--- src/rtl/cache_refill_fsm_pkg.sv ---
// Shared types and default parameters for the cache refill controller.
package cache_pkg;

  localparam int ADDR_W_DEF          = 16;
  localparam int WORDS_PER_BLOCK_DEF = 8;
  localparam int WORD_BYTES_DEF      = 2;

  typedef enum logic [1:0] {
    IDLE = 2'd0,
    FILL = 2'd1,
    DONE = 2'd2
  } state_e;

endpackage

--- src/rtl/cache_refill_fsm_if.sv ---
// Miss / memory / data-array signal bundle between tag logic, memory and the refill FSM.
interface cache_refill_fsm_if
  import cache_pkg::*;
#(
  parameter int ADDR_W          = ADDR_W_DEF,
  parameter int WORDS_PER_BLOCK = WORDS_PER_BLOCK_DEF
) ();

  localparam int IDX_W = $clog2(WORDS_PER_BLOCK);

  logic              miss_detected;
  logic [ADDR_W-1:0] miss_address;
  logic              memory_data_valid;
  logic              fsm_busy;
  logic              memory_read_en;
  logic [ADDR_W-1:0] memory_address;
  logic              write_data_array;
  logic [IDX_W-1:0]  word_index;
  logic              write_tag_array;

  modport slave (
    input  miss_detected, miss_address, memory_data_valid,
    output fsm_busy, memory_read_en, memory_address,
           write_data_array, word_index, write_tag_array
  );

  modport master (
    output miss_detected, miss_address, memory_data_valid,
    input  fsm_busy, memory_read_en, memory_address,
           write_data_array, word_index, write_tag_array
  );

endinterface

--- src/rtl/cache_refill_fsm_counter.sv ---
// Wrapping block-offset counter with load; also counts steps taken since the last load.
module refill_offset_counter #(
  parameter int COUNT = 8,
  parameter int OFF_W = $clog2(COUNT)
) (
  input  logic             clk,
  input  logic             rst_n,
  input  logic             load,
  input  logic [OFF_W-1:0] start,
  input  logic             en,
  output logic [OFF_W-1:0] offset,
  output logic [OFF_W:0]   count
);

  // NOTE: state registers use non-blocking assignments so every flop samples
  // pre-edge values regardless of block ordering.
  always_ff @(posedge clk or negedge rst_n) begin
    if (!rst_n) begin
      offset <= '0;
      count  <= '0;
    end else if (load) begin
      offset <= start;
      count  <= '0;
    end else if (en) begin
      // COUNT is a power of two, so the natural overflow is the block wrap.
      offset <= offset + 1'b1;
      count  <= count + 1'b1;
    end
  end

endmodule

--- src/rtl/cache_refill_fsm.sv ---
// Cache-miss block refill controller: issues one word read per cycle, writes returns.
// Optional macro CRITICAL_WORD_FIRST_EN starts both offsets at the missed word.
module cache_refill_fsm
  import cache_pkg::*;
#(
  parameter int ADDR_W          = ADDR_W_DEF,
  parameter int WORDS_PER_BLOCK = WORDS_PER_BLOCK_DEF,
  parameter int WORD_BYTES      = WORD_BYTES_DEF
) (
  input  logic                  clk,
  input  logic                  rst_n,
  cache_refill_fsm_if.slave     bus
);

  localparam int IDX_W  = $clog2(WORDS_PER_BLOCK);
  localparam int BYTE_W = $clog2(WORD_BYTES);
  localparam int BLK_W  = IDX_W + BYTE_W;
  localparam logic [IDX_W:0] LAST_CNT = (IDX_W+1)'(WORDS_PER_BLOCK - 1);
  localparam logic [IDX_W:0] FULL_CNT = (IDX_W+1)'(WORDS_PER_BLOCK);

  state_e                    state_q, state_d;
  logic [ADDR_W-BLK_W-1:0]   block_q;
  logic                      start_refill;
  logic                      in_fill;
  logic                      final_word;
  logic [IDX_W-1:0]          start_offset;
  logic [IDX_W-1:0]          issue_offset, return_offset;
  logic [IDX_W:0]            issue_count, return_count;

  assign start_refill = (state_q == IDLE) && bus.miss_detected;
  assign in_fill      = (state_q == FILL);

`ifdef CRITICAL_WORD_FIRST_EN
  assign start_offset = bus.miss_address[BLK_W-1:BYTE_W];
`else
  assign start_offset = '0;
`endif

  refill_offset_counter #(.COUNT(WORDS_PER_BLOCK)) u_issue (
    .clk    (clk),
    .rst_n  (rst_n),
    .load   (start_refill),
    .start  (start_offset),
    .en     (bus.memory_read_en),
    .offset (issue_offset),
    .count  (issue_count)
  );

  refill_offset_counter #(.COUNT(WORDS_PER_BLOCK)) u_return (
    .clk    (clk),
    .rst_n  (rst_n),
    .load   (start_refill),
    .start  (start_offset),
    .en     (bus.write_data_array),
    .offset (return_offset),
    .count  (return_count)
  );

  // Only the block part of the miss is kept; word bits come from the issue offset.
  always_ff @(posedge clk or negedge rst_n) begin
    if (!rst_n) begin
      state_q <= IDLE;
      block_q <= '0;
    end else begin
      state_q <= state_d;
      if (start_refill) block_q <= bus.miss_address[ADDR_W-1:BLK_W];
    end
  end

  assign final_word = bus.write_data_array && (return_count == LAST_CNT);

  // NOTE: state_d gets a default before the case so no path leaves it
  // unassigned, which would otherwise infer a latch.
  always_comb begin
    state_d = state_q;
    unique case (state_q)
      IDLE:    if (bus.miss_detected) state_d = FILL;
      FILL:    if (final_word)        state_d = DONE;
      DONE:                           state_d = IDLE;
      default:                        state_d = IDLE;
    endcase
  end

  // Busy is gated by rst_n so a miss seen during reset cannot stall the pipeline.
  assign bus.fsm_busy         = rst_n && ((state_q != IDLE) || bus.miss_detected);
  assign bus.memory_read_en   = in_fill && (issue_count != FULL_CNT);
  assign bus.memory_address   = bus.memory_read_en
                                ? ({block_q, {BLK_W{1'b0}}} | (ADDR_W'(issue_offset) << BYTE_W))
                                : '0;
  assign bus.write_data_array = in_fill && bus.memory_data_valid;
  assign bus.word_index       = return_offset;
  assign bus.write_tag_array  = final_word;

endmodule

--- src/flat_wrapper.sv ---
// flat-port wrapper written by rule: the top's interface ports become plain ports
module cache_refill_fsm_flat import cache_pkg::*;
#(
  parameter int ADDR_W          = ADDR_W_DEF,
  parameter int WORDS_PER_BLOCK = WORDS_PER_BLOCK_DEF,
  parameter int WORD_BYTES      = WORD_BYTES_DEF
)
  (clk, rst_n, bus_miss_detected, bus_miss_address, bus_memory_data_valid, bus_fsm_busy, bus_memory_read_en, bus_memory_address, bus_write_data_array, bus_word_index, bus_write_tag_array);
  cache_refill_fsm_if #(.ADDR_W(ADDR_W), .WORDS_PER_BLOCK(WORDS_PER_BLOCK)) bus_i ();
  input  logic clk;
  input  logic rst_n;
  input wire logic [$bits(bus_i.miss_detected)-1:0] bus_miss_detected;
  input wire logic [$bits(bus_i.miss_address)-1:0] bus_miss_address;
  input wire logic [$bits(bus_i.memory_data_valid)-1:0] bus_memory_data_valid;
  output wire logic [$bits(bus_i.fsm_busy)-1:0] bus_fsm_busy;
  output wire logic [$bits(bus_i.memory_read_en)-1:0] bus_memory_read_en;
  output wire logic [$bits(bus_i.memory_address)-1:0] bus_memory_address;
  output wire logic [$bits(bus_i.write_data_array)-1:0] bus_write_data_array;
  output wire logic [$bits(bus_i.word_index)-1:0] bus_word_index;
  output wire logic [$bits(bus_i.write_tag_array)-1:0] bus_write_tag_array;
  assign bus_i.miss_detected = bus_miss_detected;
  assign bus_i.miss_address = bus_miss_address;
  assign bus_i.memory_data_valid = bus_memory_data_valid;
  assign bus_fsm_busy = bus_i.fsm_busy;
  assign bus_memory_read_en = bus_i.memory_read_en;
  assign bus_memory_address = bus_i.memory_address;
  assign bus_write_data_array = bus_i.write_data_array;
  assign bus_word_index = bus_i.word_index;
  assign bus_write_tag_array = bus_i.write_tag_array;
  cache_refill_fsm #(.ADDR_W(ADDR_W), .WORDS_PER_BLOCK(WORDS_PER_BLOCK), .WORD_BYTES(WORD_BYTES)) u_core (.clk(clk), .rst_n(rst_n), .bus(bus_i));
endmodule
--- config.mk ---
export PLATFORM = sky130hd
export DESIGN_NAME = cache_refill_fsm_flat
export DESIGN_NICKNAME = d
export VERILOG_FILES = /design/src/rtl/cache_refill_fsm_pkg.sv /design/src/rtl/cache_refill_fsm_if.sv /design/src/rtl/cache_refill_fsm_counter.sv /design/src/rtl/cache_refill_fsm.sv /design/src/flat_wrapper.sv
export SDC_FILE = /design/constraint.sdc
export NUM_CORES = 1
export LEC_CHECK = 0
export ABC_AREA = 1
export CAP_MARGIN = 25
export CORE_MARGIN = 3
export CORE_UTILIZATION = 50
export CTS_BUF_LIST = sky130_fd_sc_hd__clkbuf_8
export CTS_CLUSTER_SIZE = 20
export DETAILED_ROUTE_END_ITERATION = 7
export DONT_BUFFER_PORTS = 1
export HOLD_SLACK_MARGIN = 0.03
export PLACE_DENSITY = 0.65
export SYNTH_ARGS = -nofsm -noshare
export SYNTH_HDL_FRONTEND = slang
export SYNTH_SLANG_ARGS = --single-unit
export TNS_END_PERCENT = 30
--- constraint.sdc ---
create_clock -name clk -period 3.61 [get_ports clk]
set_input_delay 0.5415 -clock clk [delete_from_list [all_inputs] [get_ports clk]]
set_output_delay 0.5415 -clock clk [all_outputs]
set_load 0.02 [all_outputs]
==> reports/results.ini <==
[worst_setup_path]
start_kind=flop
crit_path_end_kind=output port
critPathBufInv=1
worstPathCellList=inv_1 -> ha_1 -> nand3_1 -> nand2_4 -> nor2_1
criticalPathCategory=flop to output port
worstPathArrival_ps=1720
r2r_cells=7
required_ps=3070
critPathTopFamily=simple AND/OR/NAND/NOR gates
crit_cells=5
cp_slowest_cell=dfrtp_1
cp_max_fo=17
crit_path_max_incr_delay_ps=440

[placed_design]
routabilityCongestion=0.7158
port_buffers=0
preCtsSetupSlack_ps=1657
hpwl_mm=1.850

[route]
ant_nets=0
wl_mm=2.545
drt_iter0_markers=49
dr_total_vias=1007
drt_first_pass_iters=4
via_per_inst=5.112
wl_per_cell_um=12.92
remaining_drc_errors=0

[yosys]
synth_area_um2=1489
postSynthNetCount=191
yosysSeqAreaShare_pct=47.06
ys_types=24
synth_area_per_cell_um2=8.969
yosysWarnings=0
synth-seq-cells=28
syn_inst=166

[min_path]
hold_class=primary input to async pin

[pwr]
cell_internal_pwr_mw=0.8488
leakagePower_nw=0.7874
p_sw_share_pct=46.89
clkPwrFrac_pct=15.2
vdd_ir_drop_max_mv=0.4937
p_switching_mw=0.7494
power_mw=1.598
combPwrFrac_pct=48.9
cellPowerDensity_nw_per_um2=1020
seqPwrFrac_pct=35.9

[sta]
final.min_clock_period_ps=2259
setup_viol=0
slew_headroom_pct=54.02
max_slew.worst_pin.slew_ps=683.5
period_share_pct=62.57
rsz0062_at_grt=false
holdWs_ps=71.31
worst_clock_skew_ps=5.661
finalWorstSetupSlack_ps=1351
drv_slew=0
hold_viol=0
max_freq_ghz=0.4427
fin_tns_setup_ps=0

[finish]
layout_commonest_cell=nand2_1
drive_gt1_share_pct=23.49
fin_nets=192
final_core_util_pct=55.84
syn2layout_area_growth_pct=5.210
final_cell_mix=29 x nand2_1, 28 x dfrtp_1, 23 x inv_1
antennaDiodeCount=0
fill_cells=268

[floorplanning]
dieArea_um2=3669
rows=19
dieHeight_um=60.57
ios=43
fp.coreArea_um2=2805
die_x_um=60.57
start_util_pct=53.08

[clocking]
cts_buffer_depth=2
clkSinkCount=28
cts.clk_slew.worst_paths_ps=90
cts_tree=done
clk_latency_ps=270
cts_resized=0
post_cts_buffers=0
cts_made_buffers=3
cts-hold-fix-buffers=1
cts-root-buf=clkbuf_8
htree_levels=1

[grt]
overflow=0
grt_max_degree=29
grt_pass1_vias=932
antenna_found_initial=0
grt_util_all_layers_pct=15.37
grt_pass1_wl_mm=4.146

[status]
status=finished, final reports clean

[run]
maxCapViolations=0

-- routing by layer --
| layer | wire length [µm] | up-vias | global-route usage [%] |
|---|---|---|---|
| met5 | 0 | - | 0 |
| met4 | 45 | 0 | 6.502 |
| met3 | 140 | 5 | 3.404 |
| met2 | 1223 | 27 | 24.89 |
| met1 | 1136 | 470 | 19.84 |
| li1 | - | 505 | - |
-- cell type report --
type / count / area [µm²] / area share, %
Timing Repair Buffer: 1 / 20.02 / 1.278
Tap cell: 31 / 38.79 / 2.476
Multi-Input combinational cell: 106 / 626.9 / 40.02
Clock inverter: 1 / 30.03 / 1.917
Sequential cell: 28 / 700.7 / 44.73
Clock buffer: 3 / 41.29 / 2.636
Inverter: 27 / 108.9 / 6.949
-- Yosys cell counts (all sizes together) --
library cell  number  area [µm²]
nor2              30       152.6
buf                5       52.54
a21oi              1       8.760
clkinv             1       8.760
inv               26       100.1
nand4              1       6.260
conb               1       3.750
xor2               5       43.79
nand2             33       138.9
ha                 5       62.56
a21boi             1       7.510
o21ai             18       135.1
dfrtp             28       700.7
nand3             11       67.57
-- power groups by stage --
stage,logic (mW),registers (mW),clock network [mW]
final,0.782,0.574,0.243
after global routing,0.887,0.593,0.264
after CTS,0.795,0.575,0.256
after detailed placement,0.784,0.581,0
after global placement,0.759,0.574,0
after floorplan,0.722,0.559,0
-- per-stage QoR --
step,cell area [µm²],cells
global placement,1475,192
finish,1567,197
global route,1567,197
CTS,1567,197
detailed placement,1475,192
floorplan,1489,166
-- cells by family (layout without fill, tap and decap cells) --
group	Yosys count	count (layout)	share of synthesized area, %
AOI/OAI and AO/OA	20	20	10.17
DFF	28	28	47.06
other	1	1	0.2519
and+or+nand+nor	75	75	24.54
xor gates and xnor gates	5	5	2.941
adders and majority gates	5	5	4.202
buffers and inverters	32	32	10.84
-- sequential cells by signal, indices dropped and copies added (netlist names) --
signal	flops
u_core.block_q	12
u_core.u_issue.count	4
u_core.u_return.count	4
u_core.u_issue.offset	3
u_core.u_return.offset	3
u_core.state_q	2
-- final timing paths --
check                                                     from                                    to  slack, ps
setup / recovery           u_core.u_issue.count[0]$_DFFE_PN0P_                 bus_memory_address[3]       1350
hold / removal                                           rst_n   u_core.u_issue.count[2]$_DFFE_PN0P_         70
setup reg to reg           u_core.u_issue.count[0]$_DFFE_PN0P_  u_core.u_issue.offset[0]$_DFFE_PN0P_       2020
hold reg to reg                 u_core.block_q[11]$_DFFE_PN0P_        u_core.block_q[11]$_DFFE_PN0P_        530
max in group asynchronous                                rst_n        u_core.block_q[10]$_DFFE_PN0P_       3380
min in group clk                          bus_miss_address[10]         u_core.block_q[6]$_DFFE_PN0P_        390
-- worst register-to-register path, cell delays in order, from the launching register on --
cell,delay [ps]
dfrtp_1,440
inv_1,80
ha_1,160
nand3_1,160
nand2_4,280
clkinv_4,170
nand3_1,90
o21ai_0,90
Power figures use the tool's default switching activity.
